===== src/rtl/fifo_tx_drain.sv =====
// -----------------------------------------------------------------------------
// fifo_tx_drain
//
// Output-side drain stage for the packet FIFO. Words are popped from the shared
// SRAM FIFO whenever it is non-empty and the output buffer has room for both the
// words already held and the word still in the SRAM read pipeline. Each popped
// word lands in a small circular output buffer one cycle after its pop (SRAM read
// latency). It is then offered on a valid/ready port toward the MAC/output queue.
// A framing tracker watches the ctrl byte of every transferred word. It delimits
// packets and reports per-packet status.
//
// Optional feature macro: TX_DRAIN_STATS_EN
//    defined     : pkt_count / word_count are live 32-bit wrapping counters
//    not defined : both counters are tied to zero and no registers are built
//
// Parameters
//    DWIDTH      FIFO word width; ctrl = [DWIDTH-1:DWIDTH-8], data = [DWIDTH-9:0]
//    OBUF_DEPTH  output buffer entries (power of two, >= 2)
//    HDR_CTRL    ctrl value marking the first (module-header) word of a packet
//
// Ports
//    clk         clock
//    reset_n     synchronous active-low reset (also resets the FIFO itself)
//    fifo_empty  FIFO empty or TX stopped; no pop while high
//    fifo_output SRAM read data, valid the cycle after the popping reb
//    reb         FIFO pop strobe
//    out_data    data field of the buffer head word
//    out_ctrl    ctrl field of the buffer head word
//    out_wr      head word is valid and transferred this cycle
//    out_rdy     downstream can accept a word this cycle
//    in_pkt      high from header-word transfer through last-word transfer
//    pkt_done    one-cycle pulse after the last word of a packet transferred
//    frame_err   sticky framing-violation flag
//    pkt_count   packets completed
//    word_count  words transferred
// -----------------------------------------------------------------------------
module fifo_tx_drain #(
   parameter int         DWIDTH     = 72,
   parameter int         OBUF_DEPTH = 4,
   parameter logic [7:0] HDR_CTRL   = 8'hFF
) (
   input  logic              clk,
   input  logic              reset_n,
   input  logic              fifo_empty,
   input  logic [DWIDTH-1:0] fifo_output,
   output logic              reb,
   output logic [DWIDTH-9:0] out_data,
   output logic [7:0]        out_ctrl,
   output logic              out_wr,
   input  logic              out_rdy,
   output logic              in_pkt,
   output logic              pkt_done,
   output logic              frame_err,
   output logic [31:0]       pkt_count,
   output logic [31:0]       word_count
);

   localparam int PTR_W = $clog2(OBUF_DEPTH);
   localparam int CNT_W = PTR_W + 1;
   // One extra bit so buf_cnt + inflight can never wrap in the credit compare.
   localparam int OCC_W = CNT_W + 1;

   typedef enum logic [0:0] {
      ST_IDLE = 1'b0,
      ST_BODY = 1'b1
   } frame_state_t;

   // ---------------------------------------------------------------------------
   // Storage and state
   // ---------------------------------------------------------------------------
   logic [DWIDTH-1:0] obuf_r [OBUF_DEPTH];
   logic [PTR_W-1:0]  wr_ptr_r;
   logic [PTR_W-1:0]  rd_ptr_r;
   logic [CNT_W-1:0]  buf_cnt_r;
   logic              inflight_r;

   frame_state_t      state_r;
   logic              in_pkt_r;
   logic              pkt_done_r;
   logic              frame_err_r;

   logic [OCC_W-1:0]  occupancy_s;
   logic              reb_s;
   logic              out_wr_s;
   logic [DWIDTH-1:0] head_word_s;
   logic [7:0]        head_ctrl_s;
   logic              is_hdr_s;
   logic              is_body_s;
   logic              last_word_s;

   // Credit check: buffered words plus the word in the SRAM read pipeline must
   // leave room for one more pop. The reset gate keeps the FIFO untouched while
   // both sides are being reset together.
   always_comb begin
      occupancy_s = OCC_W'(buf_cnt_r) + OCC_W'(inflight_r);
      if (reset_n && !fifo_empty && (occupancy_s < OCC_W'(OBUF_DEPTH))) begin
         reb_s = 1'b1;
      end else begin
         reb_s = 1'b0;
      end
   end

   // Head-of-buffer view and transfer qualification. The head is never bypassed
   // from fifo_output, so a freshly captured word is first visible next cycle.
   always_comb begin
      head_word_s = obuf_r[rd_ptr_r];
      head_ctrl_s = head_word_s[DWIDTH-1:DWIDTH-8];
      if (reset_n && (buf_cnt_r != CNT_W'(0)) && out_rdy) begin
         out_wr_s = 1'b1;
      end else begin
         out_wr_s = 1'b0;
      end
   end

   // Classify the ctrl byte of the word being transferred this cycle.
   always_comb begin
      is_hdr_s    = (head_ctrl_s == HDR_CTRL);
      is_body_s   = (head_ctrl_s == 8'h00);
      last_word_s = 1'b0;
      case (state_r)
         ST_BODY: begin
            if (out_wr_s && !is_hdr_s && !is_body_s) begin
               last_word_s = 1'b1;
            end else begin
               last_word_s = 1'b0;
            end
         end
         ST_IDLE: last_word_s = 1'b0;
         default: last_word_s = 1'b0;
      endcase
   end

   // Output buffer: capture the in-flight SRAM word at the tail, pop the head on
   // transfer; the occupancy count tracks the difference.
   always_ff @(posedge clk) begin
      if (!reset_n) begin
         for (int i = 0; i < OBUF_DEPTH; i++) begin
            obuf_r[i] <= '0;
         end
         wr_ptr_r   <= '0;
         rd_ptr_r   <= '0;
         buf_cnt_r  <= '0;
         inflight_r <= 1'b0;
      end else begin
         inflight_r <= reb_s;
         if (inflight_r) begin
            obuf_r[wr_ptr_r] <= fifo_output;
            wr_ptr_r         <= wr_ptr_r + PTR_W'(1);
         end
         if (out_wr_s) begin
            rd_ptr_r <= rd_ptr_r + PTR_W'(1);
         end
         case ({inflight_r, out_wr_s})
            2'b10:   buf_cnt_r <= buf_cnt_r + CNT_W'(1);
            2'b01:   buf_cnt_r <= buf_cnt_r - CNT_W'(1);
            default: buf_cnt_r <= buf_cnt_r;
         endcase
      end
   end

   // Framing tracker, advanced only by transferred words. A header seen inside
   // a packet is flagged but restarts the packet, so the tracker stays in BODY.
   always_ff @(posedge clk) begin
      if (!reset_n) begin
         state_r     <= ST_IDLE;
         in_pkt_r    <= 1'b0;
         pkt_done_r  <= 1'b0;
         frame_err_r <= 1'b0;
      end else begin
         pkt_done_r <= 1'b0;
         if (out_wr_s) begin
            case (state_r)
               ST_IDLE: begin
                  if (is_hdr_s) begin
                     state_r  <= ST_BODY;
                     in_pkt_r <= 1'b1;
                  end else begin
                     frame_err_r <= 1'b1;
                  end
               end
               ST_BODY: begin
                  if (is_hdr_s) begin
                     frame_err_r <= 1'b1;
                  end else if (last_word_s) begin
                     pkt_done_r <= 1'b1;
                     in_pkt_r   <= 1'b0;
                     state_r    <= ST_IDLE;
                  end
               end
               default: begin
                  state_r  <= ST_IDLE;
                  in_pkt_r <= 1'b0;
               end
            endcase
         end
      end
   end

`ifdef TX_DRAIN_STATS_EN
   logic [31:0] pkt_cnt_r;
   logic [31:0] word_cnt_r;

   // Statistics counters; both wrap modulo 2^32. The packet counter steps on the
   // same edge that raises pkt_done, so the two become visible together.
   always_ff @(posedge clk) begin
      if (!reset_n) begin
         pkt_cnt_r  <= 32'd0;
         word_cnt_r <= 32'd0;
      end else begin
         if (out_wr_s) begin
            word_cnt_r <= word_cnt_r + 32'd1;
         end
         if (last_word_s) begin
            pkt_cnt_r <= pkt_cnt_r + 32'd1;
         end
      end
   end

   assign pkt_count  = pkt_cnt_r;
   assign word_count = word_cnt_r;
`else
   assign pkt_count  = 32'd0;
   assign word_count = 32'd0;
`endif

   assign reb       = reb_s;
   assign out_wr    = out_wr_s;
   assign out_data  = head_word_s[DWIDTH-9:0];
   assign out_ctrl  = head_ctrl_s;
   assign in_pkt    = in_pkt_r;
   assign pkt_done  = pkt_done_r;
   assign frame_err = frame_err_r;

endmodule

===== config.mk =====
export PLATFORM = sky130hd
export DESIGN_NAME = fifo_tx_drain
export DESIGN_NICKNAME = d
export VERILOG_FILES = /design/src/rtl/fifo_tx_drain.sv
export SDC_FILE = /design/constraint.sdc
export NUM_CORES = 1
export LEC_CHECK = 0
export ABC_CLOCK_PERIOD_IN_PS = 12500
export BUFFER_PORTS_ARGS = -buffer_cell sky130_fd_sc_hd__buf_2
export CAP_MARGIN = 20
export CORE_ASPECT_RATIO = 0.7
export CORE_MARGIN = 2
export CORE_UTILIZATION = 25
export DETAILED_ROUTE_END_ITERATION = 10
export HOLD_SLACK_MARGIN = 0.1
export PLACE_DENSITY = 0.49
export SYNTH_ARGS = -nofsm -noshare
export SYNTH_HDL_FRONTEND = slang
export SYNTH_SLANG_ARGS = --single-unit

===== constraint.sdc =====
create_clock -name clk -period 12.5 [get_ports clk]
set_input_delay 2.5 -clock clk [delete_from_list [all_inputs] [get_ports clk]]
set_output_delay 2.5 -clock clk [all_outputs]
set_load 0.02 [all_outputs]

==> reports/summary.txt, run 1 <==
run status - complete, no violations
PostCTS Resize Cnt - 0
Routed Antenna Nets - 0
most common cell in the netlist - edfxtp_1
total CTS buffers - 35
Synth area leader - edfxtp_1
hpwl dp - 18.47 mm
Clock Path Buffers - 3
Power Density - 149.2 nW/um2
Max FO, Critical Path - 38
PortBufs - 152
routing usage on met1 - 0.1672
min cycle time layout - 5.965 ns
via count - 7,238
EDFF count, synth - 288
RSZ-0062 raised after global routing - no
CTS root buffer - clkbuf_16
mapped cell area - 13,460 um2
setup bufs post-CTS - 0
max_slew headroom - 0.3775
Synth top cells by count - edfxtp_1 (288), and2_1 (223), and3_1 (73), mux4_2 (72), buf_4 (64)
clock sinks - 302
Final Slew Violations - 0
Worst Setup End Kind - primary output
Synth top area share - 0.6423
Worst EP required - 10.00 ns
Area contributors post-synth - edfxtp_1 (64%), mux4_2 (12%), and2_1 (10%)
Clock transition at path regs - 0.05 ns
post-synthesis sequential area ratio - 0.6631
Initial Util - 0.2518
dpl ws - 6.509 ns
vias in the first global route - 7,687
# nets final - 1,066
Pre-antenna DRT Iters - 5
core footprint - 53,480 um2
global route hottest layer - met2
die area - 55,760 um2
final setup violating endpoints - 0
GRT met3 Usage - 0.03068
CP startpoint kind - input port
initial antenna violation count - 8
clk_lat worst skew - 0.54 ns
Yosys warning count - 0
final hold violations - 0
Worst Tran Pin Value - 0.9337 ns
setup TNS - 0 ns
Cells after Synth - 841
fin worst setup slack - 6.535 ns
Final GP Congestion - 0.7101
mean area per synthesized cell - 16.01 um2
critical path class - input port to primary output
type of the most critical hold path - register to register
share of synthesized registers carrying an async set or reset - 0
H-tree levels - 2
Most used DFF post-synth - edfxtp_1
DRT Wirelength - 34.25 mm
first-pass GRT wire length - 50.43 mm
Die Y - 198.2 um
max_cap viols - 0
fin cells - 1,742
synthesis-to-finish area growth - 17.96%
# IOs - 217
#FFs+latches synth - 302
final critical-path share of the clock period - 0.4772
Cells after DPL - 1,680
CTS tree - yes
GRT overflow - 0
met2 Use GR - 0.1976
DRC errors left - 0
First DRT Iteration DRCs - 494
largest net degree at the start of global routing - 73
skew final - 0.01088 ns
f_max - 167.7 MHz
peak supply drop - 0.06758 mV
mean routed wirelength per cell - 19.66 um
Fillers - 5,451
count of different cell masters after synthesis - 36
die extent in x - 281.4 um
crit path DAT - 3.46 ns
Vias/cell - 4.155
final core occ - 0.2970
CTS Hold Bufs - 0
Tot GR Track Use - 0.1236
fraction of layout cells with a size suffix above 1 - 0.2890
Leak - 6.116 nW
# rows - 71
==> metal layers <==
layer,up-vias,routed length (um)
met4,2,621
met3,46,2199
met5,-,13
li1,3288,-
met1,3698,15700
met2,204,15710
==> cells in the final DEF (no fill, tap or decap), drive strengths merged, types with 2 or more instances in the layout <==
cell type / n
conb: 64
nor4: 2
inv: 6
edfxtp: 288
clkinv: 7
clkbuf: 47
buf: 165
mux4: 72
nand2b: 2
nor2: 4
xor2: 2
and2: 223
and3: 73
a31oi: 2
diode: 5
nand4: 2
xnor2: 4
o21ai: 4
nand2: 8
dfxtp: 14
clkinvlp: 2
ha: 2
nor3b: 3
==> stage by stage <==
stage                     power [mW]  hold WS, ns  area, um2
final                          2.369       0.4639      15880
after global routing           2.465       0.4863      15870
after CTS                      2.414       0.4755      15870
after detailed placement       1.437       0.4536      14830
after global placement         1.434       0.4510      14830
after floorplan                1.362       0.4583      13700
==> state kept, by name, indices dropped and copies added (netlist names), named ones only <==
signal      flops
state_r         1
rd_ptr_r        2
wr_ptr_r        2
obuf_r        288
frame_err       1
in_pkt          1
inflight_r      1
pkt_done        1
buf_cnt_r       3
==> critical path: stages <==
cell and delay [ns]:
buf_4 0.39, o311ai_4 0.23, inv_2 0.13, buf_2 0.17
==> cells by family (layout without fill, tap and decap cells) <==
group           Yosys count  in the layout  synth area share
compound gates           11             11          0.006505
xor+xnor                  6              6          0.003903
other cells               1             69         0.0002785
fa+ha+maj                 3              3          0.003345
buf+inv                 125            228           0.05408
simple gates            321            321            0.1483
mux                      72             72            0.1204
flops                   302            302            0.6631
==> layout make-up <==
type	instances	area (um2)	area share
sequential	302	8940	0.5629
tap	730	913.4	0.05751
clock inverter	10	73.82	0.004648
clock buffer	47	963.4	0.06066
timing repair buffer	165	860.8	0.05420
inverter	6	22.52	0.001418
multi-input combinational	477	4096	0.2579
antenna	5	12.51	0.0007878
==> path summary, 6_finish.rpt <==
path / cells past startpoint / start / endpoint / slack [ns]
max reg2reg: 8 / register / in_pkt / 9.14
min reg2reg: 1 / frame_err / frame_err / 0.46
max: 4 / reset_n / out_wr / 6.54
min: 1 / frame_err / frame_err / 0.46
==> power breakdown <==
| part | internal [mW] | switching (mW) |
|---|---|---|
| combinational | 0.0804 | 0.145 |
| clock | 0.558 | 0.402 |
| sequential | 1.16 | 0.0240 |
| total | 1.80 | 0.571 |
(Power assumes the default switching activity.)
==> inputs of run 2 (changes only) <==
ABC_AREA = 1   (was unset)
ABC_CLOCK_PERIOD_IN_PS = 4810   (was 12500)
PLACE_DENSITY = 0.5   (was 0.49)
clock period = 4.81 ns   (was 12.5 ns; I/O delays follow)
==> reports/summary.txt, run 2 <==
run status - complete, no violations
min cycle time layout - 3.482 ns
clock sinks - 302
Final GP Congestion - 0.7295
RR Endpoint - in_pkt
synthesis-to-finish area growth - 17.39%
critical path class - register to primary output
# IOs - 217
critical path's slowest cell - dfxtp_4
dpl ws - 1.461 ns
CP top delay family - buffers and inverters
vias in the first global route - 9,259
Area contributors post-synth - edfxtp_1 (64%), nor2_1 (9.8%), o21ai_0 (4.5%)
share of synthesized registers carrying an async set or reset - 0
DRC errors left - 0
count of different cell masters after synthesis - 29
CTS root buffer - clkbuf_16
initial antenna violation count - 4
Die Y - 198.8 um
CP bufs+invs - 2
final critical-path share of the clock period - 0.7239
Routed Antenna Nets - 0
Cells after Synth - 1,307
CTS Hold Bufs - 0
GRT overflow - 0
Clock Path Buffers - 3
critical-path cell list - buf_4 -> o21ai_0 -> o22ai_1 -> buf_2
f_max - 287.2 MHz
die area - 56,090 um2
Fillers - 5,660
peak supply drop - 0.2331 mV
First DRT Iteration DRCs - 594
RSZ-0062 raised after global routing - no
max reg flops - 288
Synth area leader - edfxtp_1
Levels on crit path - 4
via count - 9,480
# nets final - 1,504
most common cell in the netlist - nor2_1
Most used DFF post-synth - edfxtp_1
max_cap viols - 0
final hold violations - 0
Max FO, Critical Path - 43
H-tree levels - 2
total CTS buffers - 35
Synth top area share - 0.6385
clk_lat worst skew - 0.51 ns
core footprint - 53,660 um2
Leak - 6.466 nW
CP startpoint kind - register
Tot GR Track Use - 0.1314
mapped cell area - 13,550 um2
post-synthesis sequential area ratio - 0.6592
setup bufs post-CTS - 0
most common cell after layout, fill and taps aside - nor2_1
PostCTS Resize Cnt - 0
most flop-heavy register - obuf_r
hpwl dp - 19.84 mm
Worst Setup End Kind - primary output
mean routed wirelength per cell - 16.92 um
Yosys warning count - 0
Power Density - 392.6 nW/um2
type of the most critical hold path - register to register
Worst EP required - 3.85 ns
#FFs+latches synth - 302
crit path DAT - 2.52 ns
final setup violating endpoints - 0
fraction of layout cells with a size suffix above 1 - 0.1654
Clock transition at path regs - 0.06 ns
# rows - 71
Pre-antenna DRT Iters - 5
PortBufs - 152
first-pass GRT wire length - 55.62 mm
Vias/cell - 4.343
Worst Tran Pin Value - 1.118 ns
skew final - 0.008785 ns
R2R cell count - 12
Initial Util - 0.2524
CP max stage delay - 0.67 ns
mean area per synthesized cell - 10.36 um2
die extent in x - 282.2 um
CTS tree - yes
Synth top cells by count - nor2_1 (354), edfxtp_1 (288), o21ai_0 (122), nand2_1 (88), inv_1 (86)
setup TNS - 0 ns
largest net degree at the start of global routing - 75
fin worst setup slack - 1.328 ns
max_slew headroom - 0.2547
biggest regs - obuf_r: 288 flops, buf_cnt_r: 3 flops
worst setup path endpoint - out_data[1]
setup slack, reg-to-reg - 2.10 ns
DRT Wirelength - 36.93 mm
Final Slew Violations - 0
most frequent cells in the layout - nor2_1 (354), edfxtp_1 (288), buf_2 (152)
EDFF count, synth - 288
[run 2: cell types whose count changed after synthesis, moves of 73 or more]
cell | previous run | this run
and2_1 | 223 | 0
and3_1 | 73 | 0
inv_1 | 5 | 86
nand2_1 | 8 | 88
nor2_1 | 4 | 354
nor3_1 | 0 | 73
o21ai_0 | 3 | 122
[run 2: power by group]
part | internal, mW | total [mW] | switching, mW | leakage [nW]
sequential | 3.01 | 3.04 | 0.0346 | 3.10
clock | 1.47 | 2.53 | 1.06 | 0.519
combinational | 0.167 | 0.669 | 0.503 | 2.85
total | 4.64 | 6.24 | 1.60 | 6.47
[run 2: layout make-up]
class / count / area, um2 / area share
timing repair buffer: 168 / 918.4 / 0.05775
clock buffer: 50 / 974.7 / 0.06130
multi-input combinational: 829 / 3729 / 0.2345
sequential: 302 / 8936 / 0.5620
antenna: 2 / 5.005 / 0.0003147
clock inverter: 13 / 86.33 / 0.005429
inverter: 89 / 339.1 / 0.02132
tap: 730 / 913.4 / 0.05744
[run 2: worst min-delay path by stage]
stage / startpoint / to / depth (start not counted) / slack [ns]
after detailed placement: buf_cnt_r[2] / inflight_r / 1 / 0.45
after global placement: rd_ptr_r[0] / rd_ptr_r[0] / 1 / 0.46
after floorplan: buf_cnt_r[2] / inflight_r / 1 / 0.42
after CTS: frame_err / frame_err / 1 / 0.47
final: frame_err / frame_err / 1 / 0.46
after global routing: frame_err / frame_err / 1 / 0.48
[run 2: logic make-up (layout without fill, tap and decap cells)]
group | count (synthesis) | in the layout | share of synthesized area
AND/OR/NAND/NOR | 551 | 551 | 0.1652
flip-flops | 302 | 302 | 0.6592
buffers and inverters | 239 | 320 | 0.08775
AO/OA/AOI/OAI | 211 | 211 | 0.08433
adder cells (fa/ha/maj) | 3 | 3 | 0.003325
other | 1 | 66 | 0.0002768
[run 2: layer usage]
metal | up-vias | GRT usage | wire length [um]
li1 | 4583 | - | -
met3 | 46 | 0.03535 | 2701
met5 | - | 0 | 24
met4 | 4 | 0.02724 | 555
met2 | 250 | 0.2108 | 16710
met1 | 4597 | 0.1782 | 16940
[run 2: worst reg2reg max path: stages (launching register included)]
cell	delay, ns
dfxtp_4	0.50
inv_4	0.75
buf_4	0.34
nand2_1	0.07
nand2_1	0.13
nand2_1	0.08
nor2_2	0.17
nand2_1	0.11
inv_1	0.08
ha_1	0.14
nor2_1	0.06
a21oi_1	0.14
nor2_1	0.05
[run 2: metrics by stage]
stage / cell area, um2 / total power, mW / std cells / hold WS [ns] / util
after floorplan: 13780 / 3.572 / 1370 / 0.4198 / -
after global placement: 14840 / 3.777 / 2118 / 0.4574 / 0.2765
after detailed placement: 14840 / 3.783 / 2118 / 0.4529 / 0.2765
after CTS: 15900 / 6.340 / 2181 / 0.4705 / 0.2963
after global routing: 15900 / 6.500 / 2181 / 0.4843 / 0.2963
final: 15900 / 6.243 / 2183 / 0.4603 / 0.2964
==> inputs of run 3 (changes only) <==
ABC_CLOCK_PERIOD_IN_PS = 2800   (was 4810)
clock period = 2.8 ns   (was 4.81 ns; I/O delays follow)
==> reports/summary.txt, run 3 (synthesis results as in run 2) <==
Power Density - 665.5 nW/um2
critical-path cell list - inv_6 -> buf_12 -> o21ai_0 -> o22ai_1 -> buf_2
fin worst setup slack - 0.1045 ns
Worst Setup End Kind - primary output
Endpoint, Worst Hold - inflight_r
Cells after DPL - 2,134
final hold violations - 0
DRT Wirelength - 38.88 mm
synthesis-to-finish area growth - 20.06%
max_cap viols - 0
GRT overflow - 0
PortBufs - 152
Hold Crit Depth - 2
run status - complete, no violations
Pre-antenna DRT Iters - 5
Die Y - 198.8 um
initial antenna violation count - 6
Max FO, Critical Path - 30
clock sinks - 302
worst hold slack - 0.2397 ns
die extent in x - 282.2 um
skew final - 0.02315 ns
Initial Util - 0.2524
hpwl dp - 21.33 mm
Clock transition at path regs - 0.06 ns
Clock Path Buffers - 3
final critical-path share of the clock period - 0.9627
fin cells - 2,197
CTS Hold Bufs - 0
clk_lat worst skew - 0.53 ns
CTS tree - yes
Vias/cell - 4.360
Final Slew Violations - 0
f_max - 371.0 MHz
dpl ws - 0.4037 ns
most flop-heavy register - obuf_r
die area - 56,090 um2
type of the most critical hold path - input port to register
mean routed wirelength per cell - 17.69 um
critical path's slowest cell - dfxtp_4
CTS root buffer - clkbuf_16
setup TNS - 0 ns
Tot GR Track Use - 0.1393
max_slew headroom - 0.4825
# IOs - 217
fraction of layout cells with a size suffix above 1 - 0.1777
Worst Tran Pin Value - 0.7762 ns
CP startpoint kind - register
Leak - 6.640 nW
Worst EP required - 2.24 ns
min cycle time layout - 2.695 ns
total CTS buffers - 34
setup slack, reg-to-reg - 0.59 ns
critical path class - register to primary output
max reg flops - 288
hold path start - fifo_empty
# nets final - 1,521
Fillers - 5,703
H-tree levels - 2
Final GP Congestion - 0.7376
biggest regs - obuf_r: 288 flops, buf_cnt_r: 3 flops
R2R cell count - 13
CP max stage delay - 0.44 ns
RR Endpoint - in_pkt
DRC errors left - 0
crit path DAT - 2.14 ns
# rows - 71
RSZ-0062 raised after global routing - no
most frequent cells in the layout - nor2_1 (354), edfxtp_1 (288), buf_2 (152)
final setup violating endpoints - 0
first-pass GRT wire length - 59.24 mm
vias in the first global route - 9,557
First DRT Iteration DRCs - 694
largest net degree at the start of global routing - 146
Routed Antenna Nets - 0
most common cell after layout, fill and taps aside - nor2_1
peak supply drop - 0.3411 mV
core footprint - 53,660 um2
via count - 9,580
-- run 3: cell types whose count changed in the layout (fill, tap and decap cells not counted), sizes merged --
cell	delta
buf	+17
bufbuf	+1
bufinv	+2
clkbuf	-9
diode	+2
inv	+1
-- run 3: cell type report --
type | instances | area [um2] | area share
Sequential cell | 302 | 8936 | 0.5495
Multi-Input combinational cell | 829 | 3741 | 0.2300
Timing Repair Buffer | 186 | 1264 | 0.07770
Tap cell | 730 | 913.4 | 0.05616
Clock buffer | 41 | 877.1 | 0.05393
Inverter | 89 | 351.6 | 0.02162
Clock inverter | 16 | 170.2 | 0.01046
Antenna cell | 4 | 10.01 | 0.0006155
-- run 3: routing by layer --
layer	part of all wire	GRT usage
met2	0.46	0.2223
met4	0.013	0.02528
met1	0.47	0.1968
met3	0.055	0.02842
met5	0.00062	0
-- run 3: worst max-delay path: cells and delay by family, from the launching register on --
family | cells | cell delay [ns]
flops | 1 | 0.44
compound gates | 2 | 0.46
buf+inv | 3 | 0.70
-- run 3: power breakdown --
part	total (mW)	internal (mW)	switching, mW
sequential	5.24	5.17	0.0675
combinational	1.23	0.336	0.893
clock	4.36	2.51	1.84
total	10.8	8.02	2.80
-- run 3: how the worst max path moves through the flow --
stage	slack, ns	endpoint	cells after the start	start
global route	0.01	out_data[32]	6	register
CTS	0.02	out_data[0]	5	register
detailed placement	0.40	out_data[0]	5	register
finish	0.10	out_data[26]	5	register
floorplan	0.07	obuf_r[3][0]	2	reset_n
global placement	0.40	out_data[0]	5	register
-- run 3: per-stage QoR --
| step | util | power (mW) | area [um2] |
|---|---|---|---|
| 4_1_cts | 0.3025 | 10.97 | 16230 |
| 5_1_grt | 0.3030 | 11.26 | 16260 |
| 3_3_place_gp | 0.2818 | 6.547 | 15120 |
| 3_5_place_dp | 0.2818 | 6.559 | 15120 |
| 2_1_floorplan | - | 6.130 | 13800 |
| 6_report | 0.3031 | 10.82 | 16260 |
-- run 3: timing repair --
action,CTS,global route
gates resized for setup,5,5
gates cloned,1,0
endpoints found under the setup margin,33,8
setup buffers,1,0
